## src/rtl/timer_ctrl.sv

```systemverilog
// Elapsed-seconds stopwatch controller with BCD digits and start/pause/stop.
// Ports: i_clk, i_rst_n (async low), i_start/i_pause/i_stop pulses,
//        o_ten/o_one BCD digits, o_tick pulse, o_state, o_done.
module timer_ctrl #(
    parameter int unsigned CLK_FREQ = 50000000,
    parameter int unsigned MAX_SEC  = 99
) (
    input  logic       i_clk,
    input  logic       i_rst_n,
    input  logic       i_start,
    input  logic       i_pause,
    input  logic       i_stop,
    output logic [3:0] o_ten,
    output logic [3:0] o_one,
    output logic       o_tick,
    output logic [1:0] o_state,
    output logic       o_done
);

    typedef enum logic [1:0] {
        S_IDLE  = 2'd0,
        S_RUN   = 2'd1,
        S_PAUSE = 2'd2,
        S_DONE  = 2'd3
    } state_t;

    // Terminal digits are elaboration-time constants.
    localparam logic [31:0] LAST    = 32'(CLK_FREQ - 1);
    localparam logic [3:0]  MAX_TEN = 4'(MAX_SEC / 10);
    localparam logic [3:0]  MAX_ONE = 4'(MAX_SEC % 10);

    state_t      state;
    logic [31:0] presc;
    logic        wrap;
    logic [3:0]  nxt_ten;
    logic [3:0]  nxt_one;
    logic        hit_max;

    assign wrap = (presc == LAST);

    always_comb begin
        nxt_ten = o_ten;
        nxt_one = o_one + 4'd1;
        if (o_one == 4'd9) begin
            nxt_one = 4'd0;
            nxt_ten = o_ten + 4'd1;
        end
    end

    assign hit_max = (nxt_ten == MAX_TEN) && (nxt_one == MAX_ONE);
    assign o_state = state;

    always_ff @(posedge i_clk or negedge i_rst_n) begin
        if (!i_rst_n) begin
            state  <= S_IDLE;
            presc  <= '0;
            o_ten  <= '0;
            o_one  <= '0;
            o_tick <= 1'b0;
            o_done <= 1'b0;
        end else begin
            o_tick <= 1'b0;
            if (i_stop) begin
                // Stop wins over everything, including a pending wrap.
                state  <= S_IDLE;
                presc  <= '0;
                o_ten  <= '0;
                o_one  <= '0;
                o_done <= 1'b0;
            end else begin
                unique case (state)
                    S_IDLE: begin
                        if (i_start) begin
                            state <= S_RUN;
                            presc <= '0;
                            o_ten <= '0;
                            o_one <= '0;
                        end
                    end
                    S_RUN: begin
                        if (wrap) begin
                            // The increment commits even when pausing;
                            // reaching the terminal count beats pause.
                            presc  <= '0;
                            o_ten  <= nxt_ten;
                            o_one  <= nxt_one;
                            o_tick <= 1'b1;
                            if (hit_max) begin
                                state  <= S_DONE;
                                o_done <= 1'b1;
                            end else if (i_pause) begin
                                state <= S_PAUSE;
                            end
                        end else if (i_pause) begin
                            // Prescaler freezes at its current value.
                            state <= S_PAUSE;
                        end else begin
                            presc <= presc + 32'd1;
                        end
                    end
                    S_PAUSE: begin
                        if (i_start) begin
                            state <= S_RUN;
                        end
                    end
                    S_DONE: begin
                        if (i_start) begin
                            state  <= S_RUN;
                            presc  <= '0;
                            o_ten  <= '0;
                            o_one  <= '0;
                            o_done <= 1'b0;
                        end
                    end
                    default: begin
                        state <= S_IDLE;
                    end
                endcase
            end
        end
    end

endmodule

```

## config.mk

```make
export PLATFORM = sky130hd
export DESIGN_NAME = timer_ctrl
export DESIGN_NICKNAME = d
export VERILOG_FILES = /design/src/rtl/timer_ctrl.sv
export SDC_FILE = /design/constraint.sdc
export NUM_CORES = 1
export LEC_CHECK = 0
export CAP_MARGIN = 10
export CORE_AREA = 2 2 75 77
export CTS_CLUSTER_SIZE = 12
export DETAILED_ROUTE_END_ITERATION = 8
export DIE_AREA = 0 0 77 79
export PLACE_DENSITY = 0.78
export SYNTH_ARGS = -nofsm -noshare
export SYNTH_HDL_FRONTEND = slang
export SYNTH_SLANG_ARGS = --single-unit
```

## constraint.sdc

```tcl
create_clock -name i_clk -period 8.55 [get_ports i_clk]
set_input_delay 1.71 -clock i_clk [delete_from_list [all_inputs] [get_ports i_clk]]
set_output_delay 1.71 -clock i_clk [all_outputs]
set_load 0.02 [all_outputs]
```

==> run summary, run 1 <==
outcome - finished, final reports clean
Reg2Reg Setup Slack - 5.01 ns
crit path kind - primary input to flip-flop
Final ANT Viol Nets - 0
min setup slack post-route - 4.04 ns
PostCTS Resize Cnt - 0
largest net degree at the start of global routing - 45
Clock Tree Buf Depth - 2
vias in the first global route - 2079
worst skew pair latency - 0.29 ns
Port Buffer Count - 16
Die Y - 79 um
GP Congestion - 0.881
post-route insts no fill - 376
largest area contributor in the netlist - dfrtp_1
Hold Path Class - flip-flop to flip-flop
clk sinks - 44
num rows - 27
first-pass GRT wire length - 9.72 mm
DR vias/cell - 5.85
Peak VDD IR - 0.128 mV
clock root buffer - clkbuf_8
Peak Freq - 0.222 GHz
grt total ovfl - 0
Critical Path Start Type - primary input
Unique masters post-synth - 44
Worst EP required - 8.76 ns
# fillers - 534
number of buffers created by CTS - 5
final setup fails - 0
Post-Syn Area - 2550 um2
R2R Path Start - presc[8]
die width - 77 um
yosys warns - 0
Area Overhead vs Synth - 11.9%
PD cells - 140 nW/um2
Avg WL per Cell - 14.2 um
Slew Limit Fails - 0
ys async rst share - 100%
end of the worst register-to-register path - presc[31]
H-tree lvl count - 2
Worst-path clk slew - 0.08 ns
Area contributors post-synth - dfrtp_1 (43%), o21ai_0 (6.1%), nand2_1 (4.3%)
Tot GR Track Use - 19.7%
critical path data arrival time - 4.72 ns
min cycle time layout - 4.51 ns
Crit. Startpoint - i_stop
Mean Syn Cell Area - 8.81 um2
Yosys reg bits - 44
cell leakage power - 0.00111 uW
worst relative slew slack - 25.6%
placed cells - 368
post-CTS setup buffer count - 0
die area - 6080 um2
number of flops mapped to enable cells by yosys - 0
total routed wirelength - 5.34 mm
DR iter-0 viols - 131
1st-pass router iterations - 4
Main synth FF type - dfrtp_1
via count - 2199
setup_tns - 0 ns
share of the synthesized area in the top cell type - 43.1%
CTS tree - done
clk_skew - 0.00572 ns
post-synthesis net count - 300
final cycle utilization of the critical path - 52.8%
Residual DRC - 0
Final Hold Viols - 0
layout cell share with drive strength beyond 1 - 8.55%
Worst Setup EP - presc[31]
worst-path fanout max - 15
sequential area share after synthesis - 43.1%
Boundary Pins - 17
Core Region - 5340 um2
initial antenna violation count - 0
Hold-fix buffers, CTS - 0
Pwr Total - 399 uW
hold slack - 0.546 ns
Initial Util - 47.8%
fin nets - 313
HPWL after DPL - 3.75 mm
MaxCap Viol Count - 0
CP Capture Type - flip-flop
Reg2Reg Depth - 6
RSZ-0062 raised after global routing - no
Slew @ Worst Pin - 1.11 ns
dpl ws - 3.81 ns
synthesized instance count - 290
ant diodes - 0
[registers in the layout, indices dropped and copies added (netlist names)]
name     cells
presc       32
o_done       1
o_one        4
o_state      2
o_ten        4
o_tick       1
[cells in the mapped netlist (2+ instances only)]
master,n
and4_1,2
nor2_1,28
dfrtp_1,44
nand4_1,9
o31ai_1,4
a21oi_1,16
xor2_1,12
o2111ai_1,6
a21o_1,3
inv_1,9
nor3_1,8
nand2b_1,6
or2_2,6
ha_1,5
nand3_1,12
clkbuf_1,10
xnor2_1,2
nand2_1,29
o211ai_1,6
and3_1,3
or3_1,10
or4_1,8
o21ai_0,31
[report_power, final]
group / internal [uW] / switching, uW / leakage, uW / total (uW)
logic: 15.0 / 33.4 / 0.000450 / 48.3
registers: 211 / 4.91 / 0.000612 / 216
clock network: 64.5 / 70.2 / 0.0000510 / 135
[metrics by stage]
| step | cell area, um2 | utilization [%] |
|---|---|---|
| floorplan | 2550 | - |
| global placement | 2770 | 51.8 |
| detailed placement | 2770 | 51.8 |
| CTS | 2860 | 53.5 |
| global route | 2860 | 53.5 |
| finish | 2860 | 53.5 |
[kinds of logic after synthesis]
group	count (synthesis)	share of synthesized area, %
simple gates	132	27.4
compound gates	73	18.2
flops	44	43.1
buf+inv	20	2.94
xor+xnor	14	4.80
fa+ha+maj	5	2.45
mux	2	1.03
[how the worst min path moves through the flow]
stage / from / to / depth (start not counted)
global placement: presc[31] / presc[31] / 2
global route: presc[31] / presc[31] / 2
CTS: o_ten[3] / o_ten[3] / 1
detailed placement: o_ten[3] / o_ten[3] / 1
floorplan: presc[1] / presc[1] / 2
finish: o_ten[3] / o_ten[3] / 1
[layout by cell type (no fill, tap or decap), types with 4 or more instances in the layout]
master           synthesis  routed
inv_1                    9       9
or4_1                    8       8
nor3_1                   8       8
a21oi_1                 16      16
o2111ai_1                6       6
nand4_1                  9       9
nand2b_1                 6       6
clkbuf_8                 0       6
o21ai_0                 31      31
nand2_1                 29      29
clkdlybuf4s50_1          0      15
dfrtp_1                 44      44
nor2_1                  28      28
or3_1                   10      10
ha_1                     5       5
o31ai_1                  4       4
or2_2                    6       6
o211ai_1                 6       6
nand3_1                 12      12
xor2_1                  12      12
[per-layer routing]
metal / vias to the layer above / share of wire [%] / GRT usage (%) / wire length, um
met5: - / 0 / 0 / 0
li1: 1080 / - / - / -
met3: 10 / 4.2 / 3.64 / 225
met2: 56 / 48 / 33.0 / 2580
met1: 1053 / 46 / 25.6 / 2450
met4: 0 / 1.6 / 7.32 / 84
[final cells by class]
| type | count | area (um2) | share of cell area, % |
|---|---|---|---|
| inverters | 9 | 33.8 | 1.18 |
| repair buffers | 17 | 163 | 5.69 |
| clock buffers | 6 | 82.6 | 2.89 |
| multi-input cells | 226 | 1380 | 48.2 |
| well taps | 72 | 90.1 | 3.15 |
| clock inverters | 2 | 10.0 | 0.350 |
| flip-flops and latches | 44 | 1100 | 38.5 |
[worst max-delay path, cell delays in order]
cell	delay, ns
clkdlybuf4s50_1	0.67
o2111ai_1	0.22
nor4_2	0.93
o2111ai_1	0.50
or4_1	0.53
a21oi_1	0.15
No activity file was read; power rests on OpenSTA's default activity.
==> run 2: changes to the inputs <==
- clock period: 8.55 -> 4.3 ns (I/O delays scaled with it)
==> run 2 against run 1 <==
Clock-buffer cell count unchanged. Power increased by 100%. Via count decreased by 0.50%. Non-clock buffer count increased by 2. Routed wire length increased by 4.3%. Die area unchanged. Critical path type unchanged. Critical endpoint is now presc[8].
==> run summary, run 2 (synthesis gave the netlist of run 1 again) <==
outcome - finished, final reports clean (unchanged)
Slew Limit Fails - 0 (unchanged)
R2R Path Start - presc[8] (unchanged)
CP top delay family - simple AND/OR/NAND/NOR gates (unchanged)
Hold Path Class - flip-flop to flip-flop (unchanged)
initial antenna violation count - 0 (unchanged)
ant diodes - 0 (unchanged)
H-tree lvl count - 2 (unchanged)
Reg2Reg Depth - 6 (unchanged)
end of the worst register-to-register path - o_done (was presc[31])
fin nets - 315 (was 313)
clk_skew - 0.00745 ns (was 0.00572 ns)
Final Hold Viols - 0 (unchanged)
CP peak stage delay - 0.71 ns (was 0.93 ns)
Peak Freq - 0.321 GHz
via count - 2188 (was 2199)
Avg WL per Cell - 14.7 um (was 14.2 um)
worst relative slew slack - 35.5% (was 25.6%)
CP Buf/Inv Count - 2 (was 1)
Worst EP required - 4.55 ns (was 8.76 ns)
num rows - 27 (unchanged)
Critical Path Start Type - primary input (unchanged)
DR vias/cell - 5.79 (was 5.85)
Slew @ Worst Pin - 0.968 ns (was 1.11 ns)
CP max-delay cell - or4_2 (was nor4_2)
Cell Chain, Critical Path - clkdlybuf4s50_1 -> mux2_2 -> o2111ai_1 -> nor4_2 -> buf_4 -> a21o_1 -> or4_2 -> nand2_1 (was clkdlybuf4s50_1 -> o2111ai_1 -> nor4_2 -> o2111ai_1 -> or4_1 -> a21oi_1)
cell leakage power - 0.00112 uW (was 0.00111 uW)
Largest regs - presc x32, o_one x4, o_ten x4 (unchanged)
Port Buffer Count - 16 (unchanged)
PostCTS Resize Cnt - 0 (unchanged)
Largest register FFs - 32 (unchanged)
Clock Tree Buf Depth - 2 (unchanged)
worst hold start - o_ten[3] (unchanged)
grt total ovfl - 0 (unchanged)
total routed wirelength - 5.56 mm (was 5.34 mm)
dpl ws - 0.883 ns (was 3.81 ns)
layout cell share with drive strength beyond 1 - 9.15% (was 8.55%)
crit path kind - primary input to flip-flop (unchanged)
1st-pass router iterations - 4 (unchanged)
Residual DRC - 0 (unchanged)
Die Y - 79 um (unchanged)
vias in the first global route - 2092 (was 2079)
post-CTS setup buffer count - 0 (unchanged)
Tot GR Track Use - 19.9% (was 19.7%)
min setup slack post-route - 1.18 ns (was 4.04 ns)
Area Overhead vs Synth - 12.5% (was 11.9%)
CTS tree - done (unchanged)
RSZ-0062 raised after global routing - no (unchanged)
commonest non-fill, non-tap cell in the layout - dfrtp_1 (unchanged)
setup_tns - 0 ns (unchanged)
Worst-path clk slew - 0.09 ns (was 0.08 ns)
Biggest register - presc (unchanged)
largest net degree at the start of global routing - 45 (unchanged)
PD cells - 278 nW/um2 (was 140 nW/um2)
worst-path fanout max - 18 (was 15)
Reg2Reg Setup Slack - 1.21 ns (was 5.01 ns)
Initial Util - 47.8% (unchanged)
number of buffers created by CTS - 5 (unchanged)
WP depth - 8 (was 6)
Hold-fix buffers, CTS - 0 (unchanged)
HPWL after DPL - 3.88 mm (was 3.75 mm)
min cycle time layout - 3.12 ns
final cycle utilization of the critical path - 72.5%
clk sinks - 44 (unchanged)
Peak VDD IR - 0.170 mV (was 0.128 mV)
hold path endpoint - o_ten[3] (unchanged)
clock root buffer - clkbuf_8 (unchanged)
Boundary Pins - 17 (unchanged)
hold path depth - 1 (unchanged)
DR iter-0 viols - 150 (was 131)
worst skew pair latency - 0.30 ns (was 0.29 ns)
Core Region - 5340 um2 (unchanged)
first-pass GRT wire length - 9.78 mm (was 9.72 mm)
GP Congestion - 0.818 (was 0.881)
die area - 6080 um2 (unchanged)
Final ANT Viol Nets - 0 (unchanged)
MaxCap Viol Count - 0 (unchanged)
die width - 77 um (unchanged)
CP Capture Type - flip-flop (unchanged)
critical path data arrival time - 3.36 ns (was 4.72 ns)
final setup fails - 0 (unchanged)
most frequent cells in the layout - dfrtp_1 (44), o21ai_0 (31), nand2_1 (29), nor2_1 (28), a21oi_1 (16) (unchanged)
==> run 2: cell count changes in the layout (fill, tap and decap cells not counted) <==
cell   delta
buf_4     +2
==> run 2: cell type report <==
type / count / area (um2)
multi-input cells: 226 / 1380
repair buffers: 19 / 178
fillers: 506 / 2460
clock inverters: 2 / 10.0
flip-flops and latches: 44 / 1100
inverters: 9 / 33.8
well taps: 72 / 90.1
clock buffers: 6 / 82.6
==> run 2: per-stage QoR <==
stage	cells	power (uW)	util [%]	instance area, um2	hold slack (ns)
floorplan	290	499	-	2550	0.497
global placement	370	534	52.1	2780	0.526
detailed placement	370	537	52.1	2780	0.536
CTS	378	809	53.8	2870	0.548
global route	378	845	53.8	2870	0.594
finish	378	800	53.8	2870	0.553
==> run 2: report_power, final <==
group / internal (uW) / switching [uW] / leakage [uW] / total, uW
logic: 31.9 / 68.2 / 0.000461 / 100
clock network: 128 / 143 / 0.0000510 / 271
registers: 419 / 9.64 / 0.000612 / 429
==> run 2: metal layers <==
layer | GRT usage, % | vias to the layer above | share of wire (%) | wire (um)
met5 | 0 | - | 0 | 0
met4 | 7.14 | 0 | 1.7 | 97
met3 | 4.20 | 10 | 3.9 | 217
met2 | 32.8 | 49 | 49 | 2750
met1 | 26.1 | 1048 | 45 | 2500
li1 | - | 1081 | - | -
==> run 2: worst max-delay path by stage <==
stage	from	endpoint	slack, ns
after floorplan	presc[8]	o_done	1.42
after global placement	i_start	presc[8]	0.96
after detailed placement	i_start	presc[8]	0.88
after CTS	i_start	presc[8]	1.21
after global routing	i_start	presc[31]	0.97
final	i_start	presc[8]	1.18
==> run 3: changes to the inputs <==
- clock period: 4.3 -> 3.1 ns (I/O delays scaled with it)
==> run 3 against run 2 <==
Worst setup slack got worse by 0.99 ns. First-iteration DRC count fell by 15%. Design area rose by 2.3%. Sequential power rose by 39%. Via count rose by 3.3%. Clock power rose by 54%. Utilization rose by 1.2 points. Flip-flop and latch count did not move. Die area did not move. Power rose by 45%. Global-route usage rose by 0.64 points.
==> run summary, run 3 (synthesis gave the netlist of run 1 again) <==
outcome - finished, final reports clean (unchanged)
commonest non-fill, non-tap cell in the layout - dfrtp_1 (unchanged)
worst-path fanout max - 6 (was 18)
setup_tns - 0 ns (unchanged)
worst skew pair latency - 0.29 ns (was 0.30 ns)
H-tree lvl count - 2 (unchanged)
MaxCap Viol Count - 0 (unchanged)
grt total ovfl - 0 (unchanged)
min setup slack post-route - 0.192 ns (was 1.18 ns)
via count - 2261 (was 2188)
Peak Freq - 0.344 GHz
num rows - 27 (unchanged)
Worst-path clk slew - 0.08 ns (was 0.09 ns)
Boundary Pins - 17 (unchanged)
Hold Path Class - primary input to asynchronous set/reset pin (was flip-flop to flip-flop)
critical path data arrival time - 3.13 ns (was 3.36 ns)
PD cells - 394 nW/um2 (was 278 nW/um2)
number of buffers created by CTS - 5 (unchanged)
Avg WL per Cell - 15.2 um (was 14.7 um)
post-CTS setup buffer count - 0 (unchanged)
post-route insts no fill - 384 (was 378)
Largest regs - presc x32, o_one x4, o_ten x4 (unchanged)
clock root buffer - clkbuf_8 (unchanged)
DR vias/cell - 5.89 (was 5.79)
die area - 6080 um2 (unchanged)
Final Hold Viols - 0 (unchanged)
HPWL after DPL - 4.13 mm (was 3.88 mm)
placed cells - 378 (was 370)
Die Y - 79 um (unchanged)
CTS tree - done (unchanged)
Residual DRC - 0 (unchanged)
cell leakage power - 0.00116 uW (was 0.00112 uW)
fin nets - 323 (was 315)
P_sw - 295 uW (was 221 uW)
Critical Path Start Type - flip-flop (was primary input)
RSZ-0062 raised after global routing - no (unchanged)
combinational share of power - 12.7% (was 12.5%)
Net Sw Frac - 25.5% (was 27.6%)
most frequent cells in the layout - dfrtp_1 (44), o21ai_0 (31), nand2_1 (29), nor2_1 (28), a21oi_1 (16) (unchanged)
dpl ws - 0.0996 ns (was 0.883 ns)
crit path kind - flip-flop to flip-flop (was primary input to flip-flop)
min cycle time layout - 2.91 ns
Largest register FFs - 32 (unchanged)
Slew Limit Fails - 0 (unchanged)
largest net degree at the start of global routing - 45 (unchanged)
clk_skew - 0.00546 ns (was 0.00745 ns)
clk sinks - 44 (unchanged)
total routed wirelength - 5.82 mm (was 5.56 mm)
Initial Util - 47.8% (unchanged)
clock network fraction of design power - 36.0% (was 33.9%)
ant diodes - 0 (unchanged)
PostCTS Resize Cnt - 0 (unchanged)
worst relative slew slack - 35.8% (was 35.5%)
Tot GR Track Use - 20.5% (was 19.9%)
Final ANT Viol Nets - 0 (unchanged)
final cycle utilization of the critical path - 93.8%
Port Buffer Count - 16 (unchanged)
1st-pass router iterations - 4 (unchanged)
GP Congestion - 0.839 (was 0.818)
die width - 77 um (unchanged)
initial antenna violation count - 0 (unchanged)
final setup fails - 0 (unchanged)
# fillers - 518 (was 506)
Clock Tree Buf Depth - 2 (unchanged)
Flop pwr share - 51.3% (was 53.6%)
Core Region - 5340 um2 (unchanged)
CP Capture Type - flip-flop (unchanged)
footprint of the multi-input gates - 1380 um2 (unchanged)
Hold-fix buffers, CTS - 0 (unchanged)
layout cell share with drive strength beyond 1 - 10.9% (was 9.15%)
Slew @ Worst Pin - 0.963 ns (was 0.968 ns)
DR iter-0 viols - 128 (was 150)
first-pass GRT wire length - 10.1 mm (was 9.78 mm)
Biggest register - presc (unchanged)
hold slack - 0.474 ns (was 0.553 ns)
Worst EP required - 3.32 ns (was 4.55 ns)
Pint - 864 uW (was 579 uW)
Area Overhead vs Synth - 15.1% (was 12.5%)
vias in the first global route - 2231 (was 2092)
Peak VDD IR - 0.181 mV (was 0.170 mV)
Seq. cell area - 1100 um2 (unchanged)
==> run 3: changes by cell type in the layout (fill, tap and decap cells not counted) <==
cell / previous run / this run
clkbuf_8: 6 / 5
buf_4: 3 / 11
bufinv_16: 0 / 1
clkinv_2: 2 / 0
==> run 3: through the flow <==
step / utilization [%] / cell area, um2 / power, uW
5_1_grt: 55.1 / 2940 / 1220
4_1_cts: 55.1 / 2940 / 1170
6_report: 55.1 / 2940 / 1160
3_3_place_gp: 53.2 / 2840 / 752
2_1_floorplan: - / 2550 / 692
3_5_place_dp: 53.2 / 2840 / 755
==> run 3: cell type report <==
class | count | share of cell area, %
Clock inverter | 1 | 1.02
Timing Repair Buffer | 27 | 8.09
Inverter | 9 | 1.15
Tap cell | 72 | 3.07
Clock buffer | 5 | 2.34
Sequential cell | 44 | 37.5
Multi-Input combinational cell | 226 | 46.9
==> run 3: routing by layer <==
| metal | share of wire [%] | vias to the layer above | track usage, % |
|---|---|---|---|
| met5 | 0 | - | 0 |
| met4 | 0.96 | 0 | 7.14 |
| met3 | 3.4 | 6 | 3.30 |
| met2 | 50 | 48 | 34.9 |
| met1 | 46 | 1108 | 26.8 |
| li1 | - | 1099 | - |
==> run 3: worst max-delay path, stage by stage (launching register included) <==
cell	delay, ns
dfrtp_1	0.43
or4_1	0.56
or4_1	0.51
or4_4	0.58
a2111oi_4	0.30
mux2_4	0.34
a21oi_2	0.12
==> run 3: worst paths after layout <==
path                                from  endpoint  slack, ns  cells past startpoint
min in group i_clk              o_ten[3]  o_ten[3]       0.54                      1
worst max register to register  presc[8]    o_done       0.19                      6
max in group asynchronous        i_rst_n  o_ten[1]       2.02                      1
worst max-delay path            presc[8]    o_done       0.19                      6
worst min register to register  o_ten[3]  o_ten[3]       0.54                      1
worst min-delay path             i_rst_n    o_tick       0.47                      1
==> run 3: power groups by stage <==
stage,combinational [uW],clock [uW],sequential [uW]
3_5_place_dp,149,0,606
4_1_cts,149,430,595
3_3_place_gp,146,0,606
5_1_grt,166,456,597
2_1_floorplan,84.7,0,607
6_report,147,417,595
